==> src/rtl/gb_ppu_pkg.sv <==
// Shared PPU-side constants, DMA state encoding and the echo-RAM source page mapping.
package gb_ppu_pkg;

  localparam logic [15:0] OAM_BASE  = 16'hFE00;
  localparam logic [15:0] DMA_REG   = 16'hFF46;
  localparam int          OAM_BYTES = 160;
  localparam logic [7:0]  ECHO_BASE = 8'hE0;

  typedef enum logic [1:0] {
    IDLE  = 2'd0,
    START = 2'd1,
    XFER  = 2'd2
  } dma_state_t;

  // E0-FF mirror C0-DF, so those source pages are pulled down by 0x20.
  function automatic logic [7:0] dma_page(input logic [7:0] src);
    return (src < ECHO_BASE) ? src : (src - 8'h20);
  endfunction

endpackage

==> src/rtl/oam_dma_if.sv <==
// CPU register port, system-bus read port and OAM write port of the OAM DMA engine.
interface oam_dma_if;
  logic [15:0] address;
  logic [7:0]  indata;
  logic [7:0]  outdata;
  logic        load;
  logic        store;
  logic [15:0] dma_address;
  logic        dma_load;
  logic [7:0]  dma_indata;
  logic [7:0]  oam_address;
  logic [7:0]  oam_data;
  logic        oam_store;
  logic        busy;

  modport master (
    input  address, indata, load, store, dma_indata,
    output outdata, dma_address, dma_load, oam_address, oam_data, oam_store, busy
  );

  modport slave (
    output address, indata, load, store, dma_indata,
    input  outdata, dma_address, dma_load, oam_address, oam_data, oam_store, busy
  );
endinterface

==> src/rtl/oam_dma_timer.sv <==
// Byte index and per-byte phase counters; clear returns both to zero and wins over run.
module oam_dma_timer #(
  parameter int OAM_BYTES   = 160,
  parameter int BYTE_CYCLES = 4
) (
  input  logic       clockgb,
  input  logic       reset,
  input  logic       clear,
  input  logic       run,
  output logic [7:0] idx,
  output logic       capture,
  output logic       phase_end,
  output logic       last_byte
);
  localparam int            PW     = $clog2(BYTE_CYCLES);
  localparam logic [PW-1:0] ONE    = PW'(1);
  localparam logic [PW-1:0] P_LAST = PW'(BYTE_CYCLES - 1);
  localparam logic [7:0]    I_LAST = 8'(OAM_BYTES - 1);

  logic [PW-1:0] phase;

  always_ff @(posedge clockgb) begin
    if (reset || clear) begin
      idx   <= 8'h00;
      phase <= '0;
    end else if (run) begin
      if (phase == P_LAST) begin
        phase <= '0;
        idx   <= idx + 8'd1;
      end else begin
        phase <= phase + ONE;
      end
    end
  end

  // Read data is valid during phase 1, so the OAM write goes out in phase 2.
  assign capture   = (phase == ONE);
  assign phase_end = (phase == P_LAST);
  assign last_byte = (idx == I_LAST);
endmodule

==> src/rtl/oam_dma.sv <==
// OAM DMA: a CPU write to REG_ADDR copies page {src,00..9F} into OAM, one byte per BYTE_CYCLES clocks.
// Define OAM_DMA_STARTUP_EN to insert a BYTE_CYCLES-long START state ahead of the first byte.
module oam_dma #(
  parameter int          OAM_BYTES   = gb_ppu_pkg::OAM_BYTES,
  parameter int          BYTE_CYCLES = 4,
  parameter logic [15:0] REG_ADDR    = gb_ppu_pkg::DMA_REG
) (
  input logic       clockgb,
  input logic       reset,
  oam_dma_if.master bus
);
  import gb_ppu_pkg::*;

  dma_state_t  state;
  logic [7:0]  src;
  logic        busy_q;
  logic        dma_load_q;
  logic [15:0] dma_address_q;
  logic        oam_store_q;
  logic [7:0]  oam_address_q;
  logic [7:0]  oam_data_q;
  logic [7:0]  outdata_q;

  logic [7:0] idx;
  logic       capture;
  logic       phase_end;
  logic       last_byte;
  logic       reg_wr;
  logic       reg_rd;
  logic       t_clear;

  assign reg_wr = bus.store && (bus.address == REG_ADDR);
  assign reg_rd = bus.load  && (bus.address == REG_ADDR);

  // A register write restarts the counters even mid-transfer, abandoning the current byte.
  assign t_clear = reg_wr
                 || ((state == START) && phase_end)
                 || ((state == XFER) && phase_end && last_byte);

  oam_dma_timer #(
    .OAM_BYTES  (OAM_BYTES),
    .BYTE_CYCLES(BYTE_CYCLES)
  ) u_timer (
    .clockgb  (clockgb),
    .reset    (reset),
    .clear    (t_clear),
    .run      (state != IDLE),
    .idx      (idx),
    .capture  (capture),
    .phase_end(phase_end),
    .last_byte(last_byte)
  );

  always_ff @(posedge clockgb) begin
    if (reset) begin
      state         <= IDLE;
      src           <= 8'hFF;
      busy_q        <= 1'b0;
      dma_load_q    <= 1'b0;
      dma_address_q <= 16'h0000;
      oam_store_q   <= 1'b0;
      oam_address_q <= 8'h00;
      oam_data_q    <= 8'h00;
      outdata_q     <= 8'h00;
    end else begin
      dma_load_q  <= 1'b0;
      oam_store_q <= 1'b0;
      outdata_q   <= reg_rd ? src : 8'h00;
      if (reg_wr) begin
        src    <= bus.indata;
        busy_q <= 1'b1;
`ifdef OAM_DMA_STARTUP_EN
        state  <= START;
`else
        state         <= XFER;
        dma_load_q    <= 1'b1;
        dma_address_q <= {dma_page(bus.indata), 8'h00};
`endif
      end else begin
        case (state)
          START: begin
            if (phase_end) begin
              state         <= XFER;
              dma_load_q    <= 1'b1;
              dma_address_q <= {dma_page(src), 8'h00};
            end
          end
          XFER: begin
            if (capture) begin
              oam_data_q    <= bus.dma_indata;
              oam_store_q   <= 1'b1;
              oam_address_q <= idx;
            end
            if (phase_end) begin
              if (last_byte) begin
                state  <= IDLE;
                busy_q <= 1'b0;
              end else begin
                dma_load_q    <= 1'b1;
                dma_address_q <= {dma_page(src), idx + 8'd1};
              end
            end
          end
          default: ;
        endcase
      end
    end
  end

  assign bus.outdata     = outdata_q;
  assign bus.dma_address = dma_address_q;
  assign bus.dma_load    = dma_load_q;
  assign bus.oam_address = oam_address_q;
  assign bus.oam_data    = oam_data_q;
  assign bus.oam_store   = oam_store_q;
  assign bus.busy        = busy_q;
endmodule

==> src/flat_wrapper.sv <==
// flat-port wrapper written by rule: the top's interface ports become plain ports
module oam_dma_flat import gb_ppu_pkg::*;
#(
  parameter int          OAM_BYTES   = gb_ppu_pkg::OAM_BYTES,
  parameter int          BYTE_CYCLES = 4,
  parameter logic [15:0] REG_ADDR    = gb_ppu_pkg::DMA_REG
)
  (clockgb, reset, bus_address, bus_indata, bus_load, bus_store, bus_dma_indata, bus_outdata, bus_dma_address, bus_dma_load, bus_oam_address, bus_oam_data, bus_oam_store, bus_busy);
  oam_dma_if bus_i ();
  input logic clockgb;
  input logic reset;
  input wire logic [$bits(bus_i.address)-1:0] bus_address;
  input wire logic [$bits(bus_i.indata)-1:0] bus_indata;
  input wire logic [$bits(bus_i.load)-1:0] bus_load;
  input wire logic [$bits(bus_i.store)-1:0] bus_store;
  input wire logic [$bits(bus_i.dma_indata)-1:0] bus_dma_indata;
  output wire logic [$bits(bus_i.outdata)-1:0] bus_outdata;
  output wire logic [$bits(bus_i.dma_address)-1:0] bus_dma_address;
  output wire logic [$bits(bus_i.dma_load)-1:0] bus_dma_load;
  output wire logic [$bits(bus_i.oam_address)-1:0] bus_oam_address;
  output wire logic [$bits(bus_i.oam_data)-1:0] bus_oam_data;
  output wire logic [$bits(bus_i.oam_store)-1:0] bus_oam_store;
  output wire logic [$bits(bus_i.busy)-1:0] bus_busy;
  assign bus_i.address = bus_address;
  assign bus_i.indata = bus_indata;
  assign bus_i.load = bus_load;
  assign bus_i.store = bus_store;
  assign bus_i.dma_indata = bus_dma_indata;
  assign bus_outdata = bus_i.outdata;
  assign bus_dma_address = bus_i.dma_address;
  assign bus_dma_load = bus_i.dma_load;
  assign bus_oam_address = bus_i.oam_address;
  assign bus_oam_data = bus_i.oam_data;
  assign bus_oam_store = bus_i.oam_store;
  assign bus_busy = bus_i.busy;
  oam_dma #(.OAM_BYTES(OAM_BYTES), .BYTE_CYCLES(BYTE_CYCLES), .REG_ADDR(REG_ADDR)) u_core (.clockgb(clockgb), .reset(reset), .bus(bus_i));
endmodule
==> config.mk <==
export PLATFORM = sky130hd
export DESIGN_NAME = oam_dma_flat
export DESIGN_NICKNAME = d
export VERILOG_FILES = /design/src/rtl/gb_ppu_pkg.sv /design/src/rtl/oam_dma_if.sv /design/src/rtl/oam_dma_timer.sv /design/src/rtl/oam_dma.sv /design/src/flat_wrapper.sv
export SDC_FILE = /design/constraint.sdc
export NUM_CORES = 1
export LEC_CHECK = 0
export BUFFER_PORTS_ARGS = -buffer_cell sky130_fd_sc_hd__buf_2
export CORE_ASPECT_RATIO = 1.75
export CORE_MARGIN = 4
export CORE_UTILIZATION = 56
export DETAILED_ROUTE_END_ITERATION = 10
export PLACE_DENSITY_LB_ADDON = 0.15
export SLEW_MARGIN = 10
export SYNTH_ARGS = -nofsm -noshare
export SYNTH_HDL_FRONTEND = slang
export SYNTH_SLANG_ARGS = --single-unit
export TNS_END_PERCENT = 5
==> constraint.sdc <==
create_clock -name clockgb -period 5.04 [get_ports clockgb]
set_input_delay 0.756 -clock clockgb [delete_from_list [all_inputs] [get_ports clockgb]]
set_output_delay 0.756 -clock clockgb [all_outputs]
set_load 0.01 [all_outputs]
Word level (Yosys, flattened, before mapping)
Index checks and enable logic that the tools add are counted.
{ "op_classes": {"bitwise": 3, "muxes": 23, "n_addsub": 4, "magnitude_cmp": 2, "n_eq_ne": 14, "reduce_logical": 24} }
{ "op_table": {"columns": ["operator", "n"], "rows": [
  ["16-bit two-way mux", 4],
  ["16-bit case mux with 2 select lines", 1],
  ["16-bit equality test (second input constant)", 1],
  ["8-bit less-than comparator (second input constant)", 2],
  ["8-bit two-way mux", 2],
  ["4-bit AND reduction", 4],
  ["8-bit by 6-bit subtractor with 8-bit output (second input constant)", 2],
  ["2-bit two-way mux", 5],
  ["2-bit nonzero test", 5],
  ["1-bit two-way mux", 9],
  ["3-bit by 1-bit != test with 1-bit output (second input constant)", 3],
  ["8-bit by 1-bit adder with 8-bit output (second input constant)", 1],
  ["8-bit equality test (second input constant)", 1],
  ["2-bit by 1-bit != test with 1-bit output (second input constant)", 3],
  ["3-bit AND reduction", 2],
  ["1-bit logical AND", 5],
  ["2-bit by 1-bit equality test with 1-bit output (second input constant)", 2],
  ["2-bit equality test (second input constant)", 2],
  ["2-bit case mux with 2 select lines", 1],
  ["2-bit OR reduction", 2],
  ["1-bit logical OR", 3],
  ["3-bit != test (second input constant)", 1],
  ["1-bit inverter", 3],
  ["3-bit nonzero test", 1],
  ["5 further kinds", 5]
]} }
{ "word_totals": {"input_bits": 36, "regBits": 63, "output_inout_bits": 43, "wordCells": 83} }

Depth between registers and ports, before layout
Gate-level depths: netlist of the first run.
{ "depth": {"depth_word": 6, "depth_mapped": 7} }

Modules after synthesis
From an unflattened synthesis of the first run, not the netlist that was laid out.
{ "unflattened": {"cells_unflattened": 349, "hier_area_um2": 3079.2} }
{ "modules_own_cells": {"columns": ["module", "area_each_um2", "cells_per_inst", "seq_area_each_um2", "n_inst"], "rows": [
  ["oam_dma", 2597.5, 296, 1041.0, 1],
  ["oam_dma_timer", 481.7, 53, 200.2, 1]
]} }

Worst setup path after synthesis of the first run
Ideal clock, no wire load.
{ "synth_timing": {"path_kind": "input-to-reg", "start": "in bus_address[0]", "end": "reg u_core.oam_store_q, in the netlist u_core.bus.oam_store", "arrival_ps": 1754, "path_slack_ps": 3160, "stages": 5, "cell_sequence": "nor4b_2 -> nand3_2 -> o21ai_4 -> buf_2 -> nor2_1"} }
{ "synth_via": {"elab_chain_len": 3} }
{ "synth_lines": {"columns": ["item", "line", "text"], "rows": [
  ["start, declared", "flat_wrapper.sv:12", "input wire logic [$bits(bus_i.address)-1:0] bus_address;"],
  ["16-bit equality test", "oam_dma.sv:32", "assign reg_wr = bus.store && (bus.address == REG_ADDR);"],
  ["1-bit logical AND", "oam_dma.sv:32", null],
  ["3-bit OR reduction (no source line)", null, null],
  ["end signal, assigned", "oam_dma.sv:61", "oam_store_q <= 1'b0;"],
  ["end signal, assigned", "oam_dma.sv:67", "oam_store_q <= 1'b0;"],
  ["end signal, assigned", "oam_dma.sv:91", "oam_store_q <= 1'b1;"],
  ["end, declared", "oam_dma.sv:19", "logic oam_store_q;"]
]} }
Every way passes these cells.
A chain may end at the register's enable or synchronous reset.

Worst setup path after layout of the first run
{ "layout_timing": {"start": "in bus_address[0]", "end": "reg u_core.outdata_q[6], in the netlist u_core.bus.outdata[6]"} }
{ "layout_via": {"elab_chain_len": 4} }
{ "layout_lines": {"columns": ["item", "line", "text"], "rows": [
  ["16-bit equality test", "oam_dma.sv:33", "assign reg_rd = bus.load && (bus.address == REG_ADDR);"],
  ["1-bit logical AND", "oam_dma.sv:33", null],
  ["1-bit inverter (no source line)", null, null],
  ["2-bit OR reduction (no source line)", null, null],
  ["end signal, assigned", "oam_dma.sv:68", "outdata_q <= reg_rd ? src : 8'h00;"],
  ["end, declared", "oam_dma.sv:22", "logic [7:0] outdata_q;"]
]} }
Every way passes these cells.

==> run_results.csv, run 1 <==
group,metric,value,unit
routing,totalWireLength,6730,microns
placement,dp_hpwl,4670,microns
synth,syn-num-nets,380,
synth,syn-cell-area,2990,sq um
sta,relSlewSlack,0.337,
clock_network,clk_pin_slew,0.07,ns
global_route,gr-total-overflow,0,
placement,finalWeightedCongestion,0.861,
die,core-area,5210,sq um
sta,fin_crit,2.55,ns
routing,post_drt_wl_per_cell,14.7,microns
hold_path,hold_path_class,"register to register",
die,dieHeight,105,microns
worst_setup_path,crit_buf_inv,1,
worst_setup_path,cp-start-kind,"input port",
global_route,antenna_found_initial,0,
clock_network,cts.sinks,62,
worst_setup_path,path_class,"input port to register",
worst_setup_path,path_delay_family,"simple AND/OR/NAND/NOR gates",
worst_setup_path,required,5.31,ns
synth,synth_largest_area_cell,"dfxtp_1",
final_layout,fin_util,0.678,
sta,fin_worst_skew,0.00912,ns
sta,worst_slew_pin_slew,0.992,ns
worst_setup_path,slowest_stage,"nor4_2",
die,die_w,63.2,microns
clock_network,cts_tree,"done",
routing,drc,0,
global_route,grt_pass1_wl,11400,microns
die,io_pins,79,
routing,first_pass_iters,4,
synth,ys_top_cells_by_count,"62 x dfxtp_1, 52 x nand2_1, 23 x nor2_1",
run,cap_violations,0,
sta,finalSetupTns,0,ns
sta,hold_viol_final,0,
global_route,grt_max_degree,46,
placement,port_buffers,78,
clock_network,cts_buffer_depth,2,
synth,netlist.area_leader.share,0.415,
global_route,grt_usage,0.210,
worst_setup_path,cp.arrival,2.83,ns
synth,yosysMostFrequentCell,"dfxtp_1",
die,die_area,6620,sq um
synth,synth_ff_type,"dfxtp_1",
final_layout,drive_gt1_frac,0.259,
clock_network,h-tree-depth,3,
clock_network,post-cts-setup-buffers,0,
synth,async_flop_share,0,
routing,detail-route-antenna-nets,0,
synth,synth_edf_count,0,
power_and_ir_drop,power_leakage,1.45,nW
clock_network,cts_root_buffer,"clkbuf_8",
sta,min_period_over_period,0.506,
worst_setup_path,crit_path_max_fanout,42,
clock_network,postCtsHoldBufs,0,
synth,syn-mean-instance-area,8.82,sq um
worst_setup_path,slowest_delay,0.74,ns
synth,ys_warn_count,0,
routing,vias,2730,
routing,viasPerCell,5.97,
global_route,grt_pass1_vias,2542,
synth,yosys.cell_types.count,51,
synth,ys_ff_latch,62,
clock_network,cts_buffers,9,
final_layout,nets,439,
routing,initialDrtViolationCount,116,
power_and_ir_drop,vdd_ir_drop_max,216,uV
synth,synth-seq-area-share,0.415,
outcome,status,"completed",
worst_setup_path,r2r_setup_slack,3.07,ns
clock_network,ctsResizeCount,0,
worst_setup_path,end_kind,"register",
synth,synth_area_leaders,"dfxtp_1 42%, nand2_1 6.5%, a32oi_1 4.7%",
die,rows,35,
die,initial_core_util,0.574,
sta,rsz0062_at_grt,"false",
final_layout,insertedDiodeCount,0,
synth,syn_inst,339,
sta,final_max_slew_viol_count,0,
worst_setup_path,crit_chain,"buf_2 > nor4b_2 > nand3_2 > nor4_2 > and2_1",
sta,finalSetupViolCount,0,
sta,fmax,392,MHz
clock_network,clkLatencyLatePin,0.33,ns
final_layout,syn2layout_area_growth,18.2,%
power_and_ir_drop,cellPowerDensity,298,nW/um^2
-- sequential cells by signal, indices dropped and copies added (netlist names) --
| name | cells |
|---|---|
| u_core.bus.busy | 1 |
| u_core.bus.dma_address | 16 |
| u_core.bus.dma_load | 1 |
| u_core.bus.oam_address | 8 |
| u_core.bus.oam_data | 8 |
| u_core.bus.oam_store | 1 |
| u_core.bus.outdata | 8 |
| u_core.src | 8 |
| u_core.state | 1 |
| u_core.u_timer.idx | 8 |
| u_core.u_timer.phase | 2 |
-- worst paths after layout --
kind | cells past startpoint | start | endpoint
min reg2reg | 2 | u_core.bus.dma_address[0] | u_core.bus.dma_address[0]
max | 5 | bus_address[0] | u_core.bus.outdata[6]
min | 2 | u_core.bus.dma_address[0] | u_core.bus.dma_address[0]
max reg2reg | 5 | u_core.u_timer.phase[0] | u_core.bus.oam_address[4]
-- where the power goes --
group / internal [mW] / switching, mW / leakage (nW) / total, mW
clock: 0.339 / 0.182 / 0.119 / 0.521
sequential: 0.491 / 0.00176 / 0.500 / 0.492
combinational: 0.0160 / 0.0227 / 0.828 / 0.0387
-- through the flow --
step | hold WS (ns) | worst slack, ns | total power, mW | cell area (sq um) | instances
finish | 0.450 | 2.49 | 1.05 | 3530 | 457
global route | 0.467 | 2.25 | 1.09 | 3530 | 457
CTS | 0.453 | 2.48 | 1.06 | 3530 | 457
detailed placement | 0.445 | 2.13 | 0.542 | 3300 | 442
global placement | 0.442 | 2.20 | 0.541 | 3300 | 442
floorplan | 0.453 | 3.16 | 0.524 | 2990 | 339
-- final cells by class --
| class | instances | area, sq um |
|---|---|---|
| Clock buffer | 11 | 141 |
| Clock inverter | 4 | 95.1 |
| Fill cell | 455 | 1680 |
| Inverter | 10 | 37.5 |
| Multi-Input combinational cell | 235 | 1540 |
| Sequential cell | 62 | 1240 |
| Tap cell | 55 | 68.8 |
| Timing Repair Buffer | 80 | 405 |
-- metal layers --
metal	routed length [microns]	track usage
met5	0	0
met4	67	0.0896
met3	350	0.0527
met2	3450	0.354
met1	2860	0.249
-- logic make-up after synthesis --
| logic type | after synthesis | synth area share |
|---|---|---|
| xor gates and xnor gates | 8 | 0.0234 |
| DFF | 62 | 0.415 |
| muxes | 11 | 0.0368 |
| AOI/OAI and AO/OA | 82 | 0.209 |
| adders and majority gates | 5 | 0.0209 |
| and+or+nand+nor | 129 | 0.226 |
| buffers and inverters | 42 | 0.0686 |
-- worst reg2reg max path, delay by kind of cell (launching register included) --
family / cells / cell delay (ns)
fa+ha+maj: 1 / 0.16
compound gates: 2 / 0.23
simple gates: 2 / 1.07
flops: 1 / 0.39
-- cell usage in the layout (no fill, tap or decap), drive strengths merged, types with 2 or more instances in the layout --
| cell | netlist | final |
|---|---|---|
| buf | 15 | 80 |
| dfxtp | 62 | 62 |
| nand2 | 52 | 52 |
| nor2 | 23 | 23 |
| a21oi | 17 | 17 |
| a32oi | 16 | 16 |
| nor3b | 16 | 16 |
| o311ai | 16 | 16 |
| mux2i | 11 | 11 |
| clkbuf | 17 | 11 |
| inv | 9 | 9 |
| a31oi | 9 | 9 |
| and2 | 9 | 9 |
| nand3 | 8 | 8 |
| o31ai | 5 | 5 |
| xor2 | 5 | 5 |
| ha | 5 | 5 |
| o21ai | 5 | 5 |
| a211oi | 4 | 4 |
| nor4 | 4 | 4 |
| nand4 | 3 | 3 |
| nor3 | 3 | 3 |
| xnor2 | 3 | 3 |
| bufinv | 0 | 3 |
| and4 | 3 | 3 |
| a221oi | 3 | 3 |
| a22oi | 2 | 2 |
| clkinv | 1 | 2 |
Note: power is estimated with default switching activity, not from simulation.
==> run 2, diff against run 1 <==
Settings changed: ABC_AREA set to 1, CORE_UTILIZATION 56 to 47.
Clock period 5.04 ns to 2.2 ns, I/O delays scaled along.
==> run 2 against run 1 <==
Register-to-register slack got worse by 2.6 ns. Critical path depth increased by 3. Hold slack got worse by 0.19 ns. Cell area fell by 1.5%. Non-clock buffer count increased by 2. Total power grew 110%. Wire length up 0.77%. Synthesized cell count grew 16%. Sequential share of layout area grew 0.52 points. First-iteration DRC count is 1.7% lower. Clock skew barely moved. Sequential cell count is the same. Critical endpoint is now u_core.bus.dma_address[15]. Largest power group is now sequential cells.
==> run_results.csv, run 2 <==
group,metric,value,unit
run,cap_violations,0,
synth,ys_top_cells_by_count,"82 x nand2_1, 72 x nor2_1, 62 x dfxtp_1",
synth,syn-mean-instance-area,7.27,sq um
global_route,grt_usage,0.196,
routing,first_pass_iters,4,
die,initial_core_util,0.486,
sta,final_max_slew_viol_count,0,
final_layout,fin_util,0.592,
power_and_ir_drop,cellPowerDensity,638,nW/um^2
final_layout,nets,515,
final_layout,fillCellCount,608,
synth,yosysMostFrequentCell,"nand2_1",
worst_setup_path,required,2.43,ns
global_route,gr-total-overflow,0,
synth,synth_area_leaders,"dfxtp_1 43%, nand2_1 11%, nor2_1 9.5%",
sta,fmax,593,MHz
sta,fin_worst_skew,0.00950,ns
routing,detail-route-antenna-nets,0,
global_route,grt_busiest_layer,"met2",
sta,rsz0062_at_grt,"false",
routing,totalWireLength,6780,microns
clock_network,cts_root_buffer,"clkbuf_8",
die,die_w,66.9,microns
die,die_area,7440,sq um
global_route,grt_max_degree,27,
routing,viasPerCell,4.82,
clock_network,cts_buffers,9,
clock_network,cts_buffer_depth,2,
synth,synth_largest_area_cell,"dfxtp_1",
global_route,grt_pass1_vias,2564,
die,core-area,5880,sq um
placement,dp_hpwl,5220,microns
routing,vias,2685,
global_route,global_route.usage.met2,0.357,
sta,hold_viol_final,0,
sta,fin_hold_ws,0.258,ns
synth,netlist.area_leader.share,0.435,
sta,min_period_over_period,0.766,
clock_network,clk_pin_slew,0.07,ns
power_and_ir_drop,power_leakage,1.82,nW
synth,synth_edf_count,0,
worst_setup_path,crit_path_max_fanout,20,
final_layout,mostFrequentLayoutCell,"nand2_1",
synth,yosys.cell_types.count,27,
sta,fin_crit,1.69,ns
clock_network,clkLatencyLatePin,0.34,ns
final_layout,layout_common_cells,"82 x nand2_1, 78 x buf_2, 72 x nor2_1",
synth,syn_inst,393,
clock_network,ctsResizeCount,0,
synth,synth_ff_type,"dfxtp_1",
final_layout,drive_gt1_frac,0.269,
final_layout,insertedDiodeCount,0,
hold_path,hold_path_class,"input port to register",
power_and_ir_drop,vdd_ir_drop_max,576,uV
routing,post_drt_wl_per_cell,12.2,microns
routing,drc,0,
synth,ys_warn_count,0,
global_route,antenna_found_initial,0,
die,io_pins,79,
worst_setup_path,cp-start-kind,"register",
final_layout,syn2layout_area_growth,21.9,%
routing,initialDrtViolationCount,114,
synth,async_flop_share,0,
clock_network,h-tree-depth,3,
outcome,status,"completed",
global_route,grt_use_met3,0.0446,
clock_network,cts.sinks,62,
synth,syn-num-nets,434,
placement,port_buffers,78,
sta,worst_slew_pin_slew,0.393,ns
synth,syn-cell-area,2860,sq um
final_layout,largest_register_ffs,16,
die,dieHeight,111,microns
clock_network,cts_tree,"done",
placement,finalWeightedCongestion,0.912,
sta,relSlewSlack,0.737,
sta,finalSetupTns,0,ns
synth,synth-seq-area-share,0.435,
final_layout,multi_input_area,1340,sq um
global_route,grt_pass1_wl,11200,microns
clock_network,postCtsHoldBufs,0,
die,rows,37,
synth,ys_ff_latch,62,
sta,finalSetupViolCount,0,
worst_setup_path,path_class,"register to register",
worst_setup_path,end_kind,"register",
final_layout,register_area,1240,sq um
clock_network,post-cts-setup-buffers,0,
global_route,grt_use_met1,0.197,
worst_setup_path,cp.arrival,1.92,ns
run 2: cell types whose count changed in the layout (fill, tap and decap cells not counted), moves of 6 or more:
cell and delta:
and2_1 -9, o311ai_0 -15, mux2i_1 -11, nor2_2 +17, nor2_1 +49, nand2_1 +30
nand3b_1 +16, inv_1 +35, a32oi_1 -16, nand3_1 +18, nor3b_1 -15, a21oi_1 +6
run 2: final timing paths:
kind                                     end                    start  cells after the start  slack, ns
setup / recovery  u_core.bus.dma_address[15]  u_core.u_timer.phase[0]                      8       0.51
hold / removal                 u_core.src[2]            bus_indata[2]                      3       0.26
setup reg to reg  u_core.bus.dma_address[15]  u_core.u_timer.phase[0]                      8       0.51
hold reg to reg        u_core.bus.outdata[0]            u_core.src[0]                      2       0.43
run 2: kinds of logic (layout without fill, tap and decap cells):
kind of cell	Yosys count	in the layout	synth area share
AO/OA/AOI/OAI	36	36	0.0666
XOR/XNOR	2	2	0.00614
adder cells (fa/ha/maj)	5	5	0.0219
buffers and inverters	61	147	0.0977
flip-flops	62	62	0.435
AND/OR/NAND/NOR	227	227	0.373
run 2: final cells by class:
| type | instances | area share |
|---|---|---|
| Multi-Input combinational cell | 270 | 0.384 |
| Sequential cell | 62 | 0.357 |
| Timing Repair Buffer | 82 | 0.121 |
| Inverter | 49 | 0.0536 |
| Clock buffer | 11 | 0.0406 |
| Tap cell | 78 | 0.0280 |
| Clock inverter | 5 | 0.0169 |
run 2: layer usage:
layer | up-vias | share of wire
li1 | 1393 | -
met1 | 1217 | 0.37
met2 | 65 | 0.55
met3 | 10 | 0.051
met4 | 0 | 0.023
met5 | - | 0
run 2: power by group:
| group | total, mW | internal, mW | switching (mW) |
|---|---|---|---|
| clock | 1.00 | 0.554 | 0.449 |
| combinational | 0.0949 | 0.0407 | 0.0543 |
| sequential | 1.12 | 1.12 | 0.00000394 |
run 2: worst max-delay path: stages (launching register included):
cell and delay (ns):
dfxtp_1 0.38, ha_1 0.19, nand2_1 0.08, inv_1 0.21, nand2_2 0.29, o21ai_0 0.26
nand2_1 0.08, inv_1 0.06, nor2_1 0.03
run 2: stage by stage:
stage               setup WS [ns]  std cells  area (sq um)  total power, mW
floorplan                   0.862        393          2860             1.19
global placement            0.548        541          3280             1.24
detailed placement          0.511        541          3280             1.24
CTS                         0.489        557          3480             2.24
global route                0.357        557          3480             2.29
finish                      0.514        557          3480             2.22
==> run 3, diff against run 2 <==
Settings changed: ABC_AREA 1 to 0.
Clock period 2.2 ns to 1.5 ns, I/O delays scaled along.
==> run 3 against run 2 <==
Clock skew about the same. Total power increased by 35%. Register-to-register slack got worse by 0.48 ns. Highest routed layer unchanged. Core utilization increased by 3.6 points. Critical endpoint is now u_core.bus.dma_address[12]. Sequential power increased by 47%. Global-route usage increased by 1.0 points. Via count increased by 5.4%. Setup slack got worse by 0.48 ns. Hold slack got worse by 0.092 ns. Final cell count decreased by 7.9%. Clock power increased by 19%. First-iteration DRC count increased by 39%.
==> run_results.csv, run 3 (synthesized netlist as in run 1, its figures left out) <==
group,metric,value,unit
placement,dp_hpwl,5170,microns
global_route,grt_max_degree,43,
die,rows,38,
routing,initialDrtViolationCount,159,
final_layout,layout_common_cells,"78 x buf_2, 59 x dfxtp_1, 50 x nand2_1",
power_and_ir_drop,cellPowerDensity,773,nW/um^2
clock_network,cts_tree,"done",
clock_network,clkLatencyLatePin,0.34,ns
worst_setup_path,required,1.72,ns
hold_path,hold_path_class,"input port to register",
final_layout,mostFrequentLayoutCell,"buf_2",
clock_network,cts_root_buffer,"clkbuf_8",
placement,place_ws,-0.0277,ns
global_route,antenna_found_initial,0,
worst_setup_path,cp-startpoint,"u_core.u_timer.idx[1]",
global_route,grt_usage,0.206,
sta,setup_ws,0.0339,ns
worst_setup_path,end_kind,"register",
global_route,grt_pass1_wl,12100,microns
worst_setup_path,path_class,"register to register",
final_layout,insertedDiodeCount,0,
sta,fin_crit,1.47,ns
final_layout,largest_register_ffs,16,
sta,final_max_slew_viol_count,0,
power_and_ir_drop,vdd_ir_drop_max,521,uV
sta,finalSetupTns,0,ns
final_layout,fin_util,0.628,
clock_network,h-tree-depth,3,
sta,relSlewSlack,0.792,
die,die_w,68.3,microns
worst_setup_path,cp.arrival,1.69,ns
die,dieHeight,113,microns
routing,post_drt_wl_per_cell,14.7,microns
final_layout,fillCellCount,567,
worst_setup_path,cp-start-kind,"register",
sta,fmax,682,MHz
routing,vias,2830,
die,initial_core_util,0.484,
final_layout,syn2layout_area_growth,29.9,%
sta,worst_slew_pin_slew,0.311,ns
sta,finalSetupViolCount,0,
sta,hold_viol_final,0,
worst_setup_path,crit_path_max_fanout,7,
global_route,gr-total-overflow,0,
placement,finalWeightedCongestion,0.820,
run,cap_violations,0,
final_layout,nets,470,
final_layout,drive_gt1_frac,0.346,
worst_setup_path,worstRegToRegCells,6,
routing,totalWireLength,7520,microns
clock_network,cts.sinks,62,
worst_setup_path,timing.rr.start,"u_core.u_timer.idx[1]",
routing,drc,0,
clock_network,clk_pin_slew,0.07,ns
routing,first_pass_iters,5,
sta,fin_hold_ws,0.166,ns
die,die_area,7750,sq um
global_route,grt_pass1_vias,2660,
die,core-area,6180,sq um
routing,detail-route-antenna-nets,0,
clock_network,cts_buffer_depth,2,
worst_setup_path,r2r-end,"u_core.bus.dma_address[12]",
placement,port_buffers,78,
die,io_pins,79,
worst_setup_path,r2r_setup_slack,0.03,ns
placement,dp_cells,496,
outcome,status,"completed",
final_layout,stdcell_count,513,
power_and_ir_drop,power_leakage,1.62,nW
clock_network,cts_buffers,9,
worst_setup_path,crit_end,"u_core.bus.dma_address[12]",
sta,rsz0062_at_grt,"true",
sta,fin_worst_skew,0.00961,ns
sta,min_period_over_period,0.977,
routing,viasPerCell,5.52,
[run 3: cell count changes in the layout (fill, tap and decap cells not counted), sizes merged, moves of 16 or more]
cell	delta
nand3b	-16
o311ai	+16
a32oi	+16
buf	+28
nand3	-20
inv	-39
nor3b	+16
nor2	-68
nand2	-36
[run 3: cell type report]
type / count / area, sq um / area share
Inverter: 10 / 37.5 / 0.00966
Timing Repair Buffer: 111 / 734 / 0.189
Clock buffer: 13 / 139 / 0.0358
Tap cell: 80 / 100 / 0.0258
Clock inverter: 2 / 10.0 / 0.00258
Multi-Input combinational cell: 235 / 1620 / 0.417
Sequential cell: 62 / 1240 / 0.321
[run 3: what timing repair did]
action | in CTS | in global routing
endpoints found under the setup margin | 0 | 32
setup buffers | 0 | 1
resized for setup | 0 | 25
hold buffers | 0 | 0
[run 3: worst min-delay path by stage]
stage / start / endpoint / slack, ns / depth (start not counted)
floorplan: bus_indata[0] / u_core.src[0] / 0.39 / 2
global placement: u_core.bus.dma_address[0] / u_core.bus.dma_address[0] / 0.44 / 2
detailed placement: u_core.bus.dma_address[0] / u_core.bus.dma_address[0] / 0.45 / 2
CTS: bus_indata[0] / u_core.src[0] / 0.15 / 3
global route: bus_indata[1] / u_core.src[1] / 0.16 / 3
finish: bus_indata[0] / u_core.src[0] / 0.17 / 3
[run 3: critical path, cell delays in order (launching register included)]
cell and delay [ns]:
dfxtp_2 0.35, ha_4 0.13, and4_4 0.26, a21o_1 0.21, buf_6 0.15, mux2i_1 0.17
a21oi_1 0.07
[run 3: power by group]
| part | switching [mW] | internal (mW) | total [mW] |
|---|---|---|---|
| clock network | 0.606 | 0.587 | 1.19 |
| registers | 0.00375 | 1.65 | 1.65 |
| logic | 0.0864 | 0.0697 | 0.156 |
| total | 0.696 | 2.31 | 3.00 |
[run 3: layer usage]
metal  routed length, microns  GRT usage
met1                     3150      0.248
met2                     3800      0.323
met3                      381     0.0621
met4                      187      0.105
met5                        0          0
[run 3: per-stage QoR]
step | total power [mW] | area (sq um)
floorplan | 1.76 | 3010
global placement | 1.84 | 3620
detailed placement | 1.84 | 3620
CTS | 3.03 | 3770
global route | 3.12 | 3880
finish | 3.00 | 3880
